==> src/rtl/uart_tx_scheduler_pkg.sv <==
// Shared types for the UART byte scheduler: channel ids, FSM states and
// the channel tag values carried in bits [1:0] of the formatted bytes.
package kitchen_pkg;

  typedef enum logic [1:0] {
    CH_GAME    = 2'd0,
    CH_TARGET  = 2'd1,
    CH_OPERATE = 2'd2
  } ch_e;

  typedef enum logic [1:0] {
    ST_IDLE = 2'd0,
    ST_SEND = 2'd1,
    ST_GAP  = 2'd2
  } state_e;

  localparam logic [1:0] TAG_GAME    = 2'b01;
  localparam logic [1:0] TAG_OPERATE = 2'b10;
  localparam logic [1:0] TAG_TARGET  = 2'b11;

  localparam int NUM_CH = 3;

  // Width of a counter that must be able to hold the value n; never zero.
  function automatic int cnt_width(input int n);
    return (n < 1) ? 1 : $clog2(n + 1);
  endfunction

endpackage

==> src/rtl/uart_tx_scheduler_if.sv <==
// Byte-stream bundle between the command producers, the scheduler and the UART.
interface uart_tx_scheduler_if;

  logic [7:0] game_state;
  logic [7:0] target;
  logic [7:0] operate;
  logic       enable;
  logic       tx_done;
  logic [7:0] tx_bits;
  logic       tx_valid;
  logic       busy;
  logic       timeout_err;

  modport master (
    output game_state, target, operate, enable, tx_done,
    input  tx_bits, tx_valid, busy, timeout_err
  );

  modport slave (
    input  game_state, target, operate, enable, tx_done,
    output tx_bits, tx_valid, busy, timeout_err
  );

endinterface

==> src/rtl/uart_tx_scheduler_change_detect.sv <==
// Per-channel pending flag: set when the input has differed from last_sent
// for two consecutive samples, so a change that reverts in time is never sent.
module change_detect (
  input  logic       clock,
  input  logic       reset,
  input  logic [7:0] i_data,
  input  logic [7:0] i_last_sent,
  input  logic       i_wr,
  input  logic [7:0] i_wr_data,
  output logic       o_pending
);

  logic       r_pending;
  logic [7:0] w_ref;

  // Compare against the value last_sent will hold after this edge.
  assign w_ref = i_wr ? i_wr_data : i_last_sent;

  always_ff @(posedge clock) begin
    if (reset) begin
      r_pending <= 1'b0;
    end else begin
      r_pending <= (i_data != w_ref);
    end
  end

  assign o_pending = r_pending && (i_data != i_last_sent);

endmodule

==> src/rtl/uart_tx_scheduler.sv <==
// Arbitrated, change-driven single-byte sender for the UART, with keep-alive
// resend of the target byte and a transmit timeout.
module uart_tx_scheduler
  import kitchen_pkg::*;
#(
  parameter int GAP_CYCLES     = 4,
  parameter int REFRESH_CYCLES = 16384,
  parameter int TIMEOUT_CYCLES = 4096
) (
  input  logic                clock,
  input  logic                reset,
  uart_tx_scheduler_if.slave  bus
);

  localparam int GW = cnt_width(GAP_CYCLES);
  localparam int RW = cnt_width(REFRESH_CYCLES);
  localparam int TW = cnt_width(TIMEOUT_CYCLES);
  localparam logic [GW-1:0] GAP_LAST = GW'(GAP_CYCLES - 1);
  localparam logic [TW-1:0] TO_LAST  = TW'(TIMEOUT_CYCLES - 1);
  localparam logic [RW-1:0] REF_MAX  = RW'(REFRESH_CYCLES);

  state_e          r_state;
  ch_e             r_cur_ch;
  logic [7:0]      r_tx_bits;
  logic            r_timeout_err;
  logic [7:0]      r_last_sent [NUM_CH];
  logic [GW-1:0]   r_gap_cnt;
  logic [TW-1:0]   r_to_cnt;
  logic [RW-1:0]   r_ref_cnt;

  logic [7:0]        w_in [NUM_CH];
  logic [NUM_CH-1:0] w_pending;
  logic [NUM_CH-1:0] w_wr;
  logic              w_any;
  logic              w_done_ok;
  logic              w_refresh_due;
  ch_e               w_win;

  assign w_in[0] = bus.game_state;
  assign w_in[1] = bus.target;
  assign w_in[2] = bus.operate;

  assign w_done_ok     = (r_state == ST_SEND) && bus.tx_done;
  assign w_any         = |w_pending;
  assign w_refresh_due = (REFRESH_CYCLES != 0) && (r_ref_cnt == REF_MAX);

  generate
    for (genvar gi = 0; gi < NUM_CH; gi++) begin : g_ch
      assign w_wr[gi] = w_done_ok && (r_cur_ch == 2'(gi));

      change_detect u_cd (
        .clock       (clock),
        .reset       (reset),
        .i_data      (w_in[gi]),
        .i_last_sent (r_last_sent[gi]),
        .i_wr        (w_wr[gi]),
        .i_wr_data   (r_tx_bits),
        .o_pending   (w_pending[gi])
      );
    end
  endgenerate

  // Fixed priority: game_state, then target, then operate.
  always_comb begin
    w_win = CH_OPERATE;
    if (w_pending[0]) begin
      w_win = CH_GAME;
    end else if (w_pending[1]) begin
      w_win = CH_TARGET;
    end
  end

  always_ff @(posedge clock) begin
    if (reset) begin
      for (int c = 0; c < NUM_CH; c++) r_last_sent[c] <= 8'h00;
    end else begin
      for (int c = 0; c < NUM_CH; c++) begin
        if (w_wr[c]) r_last_sent[c] <= r_tx_bits;
      end
    end
  end

  always_ff @(posedge clock) begin
    if (reset) begin
      r_state       <= ST_IDLE;
      r_cur_ch      <= CH_GAME;
      r_tx_bits     <= 8'h00;
      r_timeout_err <= 1'b0;
      r_gap_cnt     <= '0;
      r_to_cnt      <= '0;
      r_ref_cnt     <= '0;
    end else begin
      case (r_state)
        ST_IDLE: begin
          if (bus.enable && w_any) begin
            r_tx_bits <= w_in[w_win];
            r_cur_ch  <= w_win;
            r_to_cnt  <= '0;
            r_ref_cnt <= '0;
            r_state   <= ST_SEND;
          end else if (bus.enable && w_refresh_due) begin
            r_tx_bits <= bus.target;
            r_cur_ch  <= CH_TARGET;
            r_to_cnt  <= '0;
            r_ref_cnt <= '0;
            r_state   <= ST_SEND;
          end else if (!w_any && (r_ref_cnt != REF_MAX)) begin
            r_ref_cnt <= r_ref_cnt + 1'b1;
          end
        end
        ST_SEND: begin
          if (bus.tx_done) begin
            r_gap_cnt <= '0;
            r_state   <= ST_GAP;
          end else if (r_to_cnt == TO_LAST) begin
            // Abandon the byte; last_sent is untouched so the channel retries.
            r_timeout_err <= 1'b1;
            r_gap_cnt     <= '0;
            r_state       <= ST_GAP;
          end else begin
            r_to_cnt <= r_to_cnt + 1'b1;
          end
        end
        ST_GAP: begin
          if (r_gap_cnt == GAP_LAST) begin
            r_state <= ST_IDLE;
          end else begin
            r_gap_cnt <= r_gap_cnt + 1'b1;
          end
        end
        default: r_state <= ST_IDLE;
      endcase
    end
  end

  assign bus.tx_bits     = r_tx_bits;
  assign bus.tx_valid    = (r_state == ST_SEND);
  assign bus.busy        = (r_state != ST_IDLE);
  assign bus.timeout_err = r_timeout_err;

endmodule

==> src/flat_wrapper.sv <==
// flat-port wrapper written by rule: the top's interface ports become plain ports
module uart_tx_scheduler_flat import kitchen_pkg::*;
#(
  parameter int GAP_CYCLES     = 4,
  parameter int REFRESH_CYCLES = 16384,
  parameter int TIMEOUT_CYCLES = 4096
)
  (clock, reset, bus_game_state, bus_target, bus_operate, bus_enable, bus_tx_done, bus_tx_bits, bus_tx_valid, bus_busy, bus_timeout_err);
  uart_tx_scheduler_if bus_i ();
  input  logic clock;
  input  logic reset;
  input wire logic [$bits(bus_i.game_state)-1:0] bus_game_state;
  input wire logic [$bits(bus_i.target)-1:0] bus_target;
  input wire logic [$bits(bus_i.operate)-1:0] bus_operate;
  input wire logic [$bits(bus_i.enable)-1:0] bus_enable;
  input wire logic [$bits(bus_i.tx_done)-1:0] bus_tx_done;
  output wire logic [$bits(bus_i.tx_bits)-1:0] bus_tx_bits;
  output wire logic [$bits(bus_i.tx_valid)-1:0] bus_tx_valid;
  output wire logic [$bits(bus_i.busy)-1:0] bus_busy;
  output wire logic [$bits(bus_i.timeout_err)-1:0] bus_timeout_err;
  assign bus_i.game_state = bus_game_state;
  assign bus_i.target = bus_target;
  assign bus_i.operate = bus_operate;
  assign bus_i.enable = bus_enable;
  assign bus_i.tx_done = bus_tx_done;
  assign bus_tx_bits = bus_i.tx_bits;
  assign bus_tx_valid = bus_i.tx_valid;
  assign bus_busy = bus_i.busy;
  assign bus_timeout_err = bus_i.timeout_err;
  uart_tx_scheduler #(.GAP_CYCLES(GAP_CYCLES), .REFRESH_CYCLES(REFRESH_CYCLES), .TIMEOUT_CYCLES(TIMEOUT_CYCLES)) u_core (.clock(clock), .reset(reset), .bus(bus_i));
endmodule
==> config.mk <==
export PLATFORM = sky130hd
export DESIGN_NAME = uart_tx_scheduler_flat
export DESIGN_NICKNAME = d
export VERILOG_FILES = /design/src/rtl/uart_tx_scheduler_pkg.sv /design/src/rtl/uart_tx_scheduler_if.sv /design/src/rtl/uart_tx_scheduler_change_detect.sv /design/src/rtl/uart_tx_scheduler.sv /design/src/flat_wrapper.sv
export SDC_FILE = /design/constraint.sdc
export NUM_CORES = 1
export LEC_CHECK = 0
export CORE_MARGIN = 2
export CORE_UTILIZATION = 50
export CTS_BUF_LIST = sky130_fd_sc_hd__clkbuf_8 sky130_fd_sc_hd__clkbuf_16
export CTS_CLUSTER_SIZE = 30
export DETAILED_ROUTE_END_ITERATION = 12
export GPL_TIMING_DRIVEN = 0
export PLACE_DENSITY_LB_ADDON = 0.12
export SLEW_MARGIN = 20
export SYNTH_ARGS = -nofsm -noshare
export SYNTH_HDL_FRONTEND = slang
export SYNTH_SLANG_ARGS = --single-unit
export TNS_END_PERCENT = 100
==> constraint.sdc <==
create_clock -name clock -period 2.2 [get_ports clock]
set_input_delay 0.44 -clock clock [delete_from_list [all_inputs] [get_ports clock]]
set_output_delay 0.44 -clock clock [all_outputs]
set_load 0.05 [all_outputs]
=== Word level (Yosys, flattened, before mapping) ===
Memories as Yosys holds them, arrays and structs flattened.
Cells that the tools add are included.

* Reduce and logical (&&, ||, !) cells: 25
* Order comparisons: 1
* Mux-type cells: 43
* Add/subtract/negate cells: 3
* Bitwise gates (word level): 5
* Equal/unequal tests: 20

{| class="wikitable"
|+ Operators with widths
! kind !! count
|-
| $mux W8 || 10
|-
| $mux W13 || 4
|-
| $ne A8 B8 Y1 || 6
|-
| $mux W15 || 3
|-
| $pmux W13 S2 || 1
|-
| $bmux W8 S2 || 1
|-
| $mux W2 || 8
|-
| $add A15 B1 Y15 const B || 1
|-
| $eq A15 B15 Y1 const B || 1
|-
| $ne A15 B15 Y1 const B || 1
|-
| $add A13 B1 Y13 const B || 1
|-
| $eq A13 B12 Y1 const B || 1
|-
| $mux W1 || 11
|-
| $logic_and A1 B1 Y1 || 10
|-
| $mux W3 || 3
|-
| $reduce_and A3 Y1 || 3
|-
| $reduce_bool A2 Y1 || 4
|-
| $ne A2 B2 Y1 const B || 3
|-
| $pmux W2 S3 || 1
|-
| $pmux W3 S2 || 1
|-
| $eq A2 B1 Y1 const B || 2
|-
| $eq A2 B2 Y1 const B || 2
|-
| $logic_not A2 Y1 || 2
|-
| $reduce_and A2 Y1 || 2
|-
| other kinds (13) || 15
|}

* Output and inout port bits: 11
* Bits of input ports: 28
* Memories: 1
* Register bits after elaboration: 47
* Memory bits (writable): 24

{| class="wikitable"
|+ Memories
! memory !! depth !! bits a word !! rd ports !! clocked after Yosys merged registers in !! wr ports !! line !! source
|-
| u_core.r_last_sent || 3 || 8 || 3 || 0 || 3 || uart_tx_scheduler.sv:26 || <nowiki>logic [7:0] r_last_sent [NUM_CH];</nowiki>
|}

=== Longest topological paths before layout ===
* Depth in word-level cells: 9
* Depth in mapped cells: 9
* Mapped depth without buffers: 8

=== Hierarchy ===
From an unflattened synthesis, not the netlist that was laid out.

* Cells, all modules: 411
* Area, all modules: 3990.1 sq um

{| class="wikitable"
|+ By module, submodules not included
! module !! times used !! area an instance (sq um) !! cells an instance
|-
| uart_tx_scheduler || 1 || 3156.8 || 318
|-
| change_detect || 3 || 277.8 || 31
|}

=== Worst setup path after synthesis ===
OpenSTA, ideal clock, no wires.

* Path kind: in2reg
* Start point: input bus_game_state[3]
* End point: register u_core.r_ref_cnt[9]
* Stages: 7
* Setup time: 70 ps
* Arrival time: 2233 ps
* Setup slack: -103 ps
* Path buffers: 1
* Path through: xor2_1 nor4_2 a21boi_1 o41a_1 buf_2 or4_1 a21oi_1

* Word-level cells in the longest chain between the ends: 7

{| class="wikitable"
|+ Ends and longest elaborated chain
! element !! line !! source
|-
| from (decl) || flat_wrapper.sv:12 || <nowiki>input wire logic [$bits(bus_i.game_state)-1:0] bus_game_state;</nowiki>
|-
| $ne A8 B8 Y1 * || uart_tx_scheduler_change_detect.sv:27 || <nowiki>assign o_pending = r_pending && (i_data != i_last_sent);</nowiki>
|-
| $logic_and A1 B1 Y1 * || uart_tx_scheduler_change_detect.sv:27 ||
|-
| $reduce_or A3 Y1 * || uart_tx_scheduler.sv:44 || <nowiki>assign w_any = |w_pending;</nowiki>
|-
| $logic_not A1 Y1 || uart_tx_scheduler.sv:107 || <nowiki>end else if (!w_any && (r_ref_cnt != REF_MAX)) begin</nowiki>
|-
| $logic_and A1 B1 Y1 || uart_tx_scheduler.sv:107 ||
|-
| $reduce_bool A3 Y1 (no source line) || - ||
|-
| $reduce_and A2 Y1 (no source line) || - ||
|-
| to (signal assigned) || uart_tx_scheduler.sv:108 || <nowiki>r_ref_cnt <= r_ref_cnt + 1'b1;</nowiki>
|-
| to (decl) || uart_tx_scheduler.sv:29 || <nowiki>logic [RW-1:0] r_ref_cnt;</nowiki>
|}

Mark *: on every way between the ends. The rest lies on a longest branch, timed or not.
A chain may end at the register's enable or synchronous reset.

==> impl_metrics.tcl <==
set metrics [dict create \
    outcome "finished, violations left" \
    violations "negative setup slack" \
    avgViaCountPerCell 6.10 \
    io_pins 39 \
    hold_violations 0 \
    worstPathMaxFanout 5 \
    place.gp.congestion 0.843 \
    clock.fmax_mhz 423 \
    comb_power_share_pct 23.1 \
    grt-ovfl-total 0 \
    placed_cell_area_sq_um 4440 \
    setup_tns_ns -2.71 \
    crit_family "simple AND/OR/NAND/NOR gates" \
    synth_top_area_cell "dfxtp_1" \
    drc 0 \
    drt_iter0_drc 178 \
    postCtsHoldBufs 0 \
    num_vias 3633 \
    leakage_uw 0.00181 \
    switching_share_pct 31.1 \
    io_buffers 37 \
    fin_area_sq_um 5180 \
    nFillCells 619 \
    drive_above_1_share_pct 23.5 \
    cp.required_ns 2.46 \
    cts_sinks 71 \
    slowest_delay_ns 0.43 \
    cts_root_buf "clkbuf_8" \
    place_inst 564 \
    skew_ns 0.00878 \
    antenna_found_initial 0 \
    yosysWarnings 0 \
    synth_adder_area_share_pct 1.60 \
    cts_buffers 9 \
    synth_top_family_by_area "simple AND/OR/NAND/NOR gates" \
    p_sw_uw 983 \
    yosys.area_share.simple_pct 19.0 \
    rsz0062_at_grt "yes" \
    intPower_uw 2180 \
    synth_seq_area_share_pct 42.4 \
    synth.avg_cell_area_sq_um 9.24 \
    coreArea_sq_um 7650 \
    dp_slack_ns -1.14 \
    setup_violations 33 \
    wl_per_cell_microns 18.6 \
    fp-row-count 32 \
    synth-compound-area-share_pct 18.0 \
    htree_levels 3 \
    synthFlopType "dfxtp_1" \
    synthesis.area_sq_um 3920 \
    die_w_microns 92.5 \
    dieArea_sq_um 8560 \
    crit_type "flip-flop to flip-flop" \
    tritoncts "yes" \
    nNetsFinal 523 \
    muxShareOfSynthArea_pct 5.40 \
    syn_inst 424 \
    yosys.area.top_type_share_pct 24.0 \
    finalWorstSetupSlack_ns -0.162 \
    cpMaxStageDelayCell "edfxtp_1" \
    die_height_microns 92.5 \
    seqPwrFrac_pct 46.8 \
    slew_viol_final 0 \
    area_growth_pct 32.3 \
    ir_drop_mv 0.414 \
    critPathLaunchType "flip-flop" \
    p_clk_share_pct 30.1 \
    grt_pass1_wl_microns 17600 \
    timing.critical_path.arrival_ns 2.63 \
    clkTransAtPathRegs_ns 0.07 \
    synth_seq_cells 71 \
    clockBufferDepth 2 \
    maxCapViolations 0 \
    track_usage_pct 26.0 \
    cp_common_cell "buf_4" \
    synth_xor_area_share_pct 10.5 \
    fin_crit_ns 2.36 \
    path_cells "xor2_1 > nor4_2 > a21boi_2 > buf_4 > nor4_4 > buf_4 > o21ai_4 > clkbuf_16 > a311oi_2" \
    min_period_over_period_pct 107 \
    grt_pass1_vias 3479 \
    p_per_area_nw_per_um2 610 \
    relSlewSlack_pct 42.5 \
    n_antenna_cell 0 \
    grt_max_degree 12 \
    ant_nets 0 \
    dp_hpwl_microns 7290 \
    clk_latency_ns 0.35 \
    syn_nets 457 \
    initial_core_util_pct 51.2 \
    synthArstFlopShare_pct 0 \
    synth.distinct_cells 46 \
    synth_top_cells_by_area "dfxtp_1, edfxtp_1, xnor2_1" \
    dr.pass1.iters 5 \
    worstSetupEndpointType "flip-flop" \
    tightest_slew_ns 0.862 \
    critPathBufInv 3 \
    final_cells 596 \
    wl_microns 11100 \
    synth_edf_count 24 \
    holdCritPathClass "flip-flop to flip-flop" \
]
## final cells by class
cell class	instances	area, sq um	area share, %
Buffer	17	134	2.58
Clock buffer	12	165	3.19
Clock inverter	3	12.5	0.241
Inverter	11	41.3	0.797
Multi-Input combinational cell	322	2510	48.4
Sequential cell	71	1660	32.1
Tap cell	102	128	2.46
Timing Repair Buffer	58	531	10.2
## layout by cell type (no fill, tap or decap), types with 6 or more instances in the layout
cell type / netlist / routed
o21ai_2: 0 / 8
mux2i_1: 20 / 20
nand4_1: 8 / 8
nand2_1: 30 / 29
nor4_2: 2 / 6
a22oi_1: 8 / 7
o21ai_0: 20 / 9
and2_1: 10 / 10
nor4_1: 15 / 7
a21oi_1: 38 / 33
nor3_1: 9 / 8
dlygate4sd2_1: 0 / 25
xnor2_1: 24 / 23
clkbuf_8: 0 / 12
inv_1: 11 / 11
a311oi_2: 0 / 13
clkbuf_1: 16 / 6
xor2_1: 23 / 23
buf_4: 0 / 18
dfxtp_1: 47 / 45
edfxtp_1: 24 / 24
or4_1: 8 / 6
nand3_1: 12 / 10
nor2_1: 25 / 23
clkdlybuf4s50_1: 0 / 10
## Yosys cell counts, types with 4 or more instances
| library cell | number |
|---|---|
| o21ai_0 | 20 |
| ha_1 | 5 |
| and2_1 | 10 |
| inv_1 | 11 |
| nand3_1 | 12 |
| nand2_1 | 30 |
| nand2b_1 | 7 |
| xnor2_1 | 24 |
| a311oi_1 | 17 |
| edfxtp_1 | 24 |
| a21oi_1 | 38 |
| o31ai_1 | 7 |
| nor4_1 | 15 |
| mux2i_1 | 20 |
| o21a_1 | 4 |
| nor2_1 | 25 |
| a22oi_1 | 8 |
| xor2_1 | 23 |
| dfxtp_1 | 47 |
| nor3_1 | 9 |
| clkbuf_1 | 16 |
| or4_1 | 8 |
| nand4_1 | 8 |
## routing by layer
metal	routed length, microns	vias to the layer above	GRT usage, %
li1	-	1718	-
met1	4710	1772	33.1
met2	5640	110	44.3
met3	495	33	4.96
met4	257	0	9.20
met5	0	-	0
## worst register-to-register path, stage by stage (launching register included)
cell	delay (ns)
edfxtp_1	0.43
xor2_1	0.17
nor4_2	0.36
a21boi_2	0.17
buf_4	0.18
nor4_4	0.28
buf_4	0.21
o21ai_4	0.08
clkbuf_16	0.18
a311oi_2	0.22
## flip-flops by register name, summed over array words and instances, names as in the netlist, 2 cells and up
| register | cells |
|---|---|
| u_core.r_last_sent | 24 |
| u_core.r_ref_cnt | 15 |
| u_core.r_to_cnt | 13 |
| u_core.bus.tx_bits | 8 |
| u_core.g_ch.u_cd.r_pending | 3 |
| u_core.r_gap_cnt | 3 |
| u_core.r_cur_ch | 2 |
| u_core.r_state | 2 |
## logic make-up after synthesis
| kind of cell | after synthesis |
|---|---|
| XOR/XNOR | 47 |
| AO/OA/AOI/OAI | 110 |
| AND/OR/NAND/NOR | 139 |
| flip-flops | 71 |
| multiplexers | 21 |
| buffers and inverters | 31 |
| adder cells (fa/ha/maj) | 5 |
## through the flow
step | utilization, % | hold slack (ns) | power, uW
6_report | 67.8 | 0.466 | 3160
5_1_grt | 67.8 | 0.481 | 3280
4_1_cts | 63.5 | 0.461 | 3060
3_5_place_dp | 58.0 | 0.447 | 2090
3_3_place_gp | 57.8 | 0.436 | 2080
2_1_floorplan | - | 0.422 | 1860
## timing repair
item | CTS | global route
endpoints found under the setup margin | 59 | 43
setup buffers | 13 | 3
endpoints found under the hold margin | 0 | 0
resized for setup | 80 | 75
pin swaps | 25 | 11
cloned | 2 | 2
## path summary, 6_finish.rpt
check / start / endpoint / slack (ns) / cells after the start
min reg2reg: u_core.r_to_cnt[12] / u_core.r_to_cnt[12] / 0.47 / 2
min: u_core.r_to_cnt[12] / u_core.r_to_cnt[12] / 0.47 / 2
max reg2reg: u_core.r_last_sent[0][10] / u_core.r_to_cnt[11] / -0.16 / 9
max: u_core.r_last_sent[0][10] / u_core.r_to_cnt[11] / -0.16 / 9
## power groups by stage
stage               registers (uW)  logic, uW  clock network, uW
finish                        1480        731                951
global route                  1490        780               1010
CTS                           1470        632                958
detailed placement            1500        591                  0
global placement              1500        580                  0
floorplan                     1540        319                  0
No activity file was read; power rests on OpenSTA's default activity.
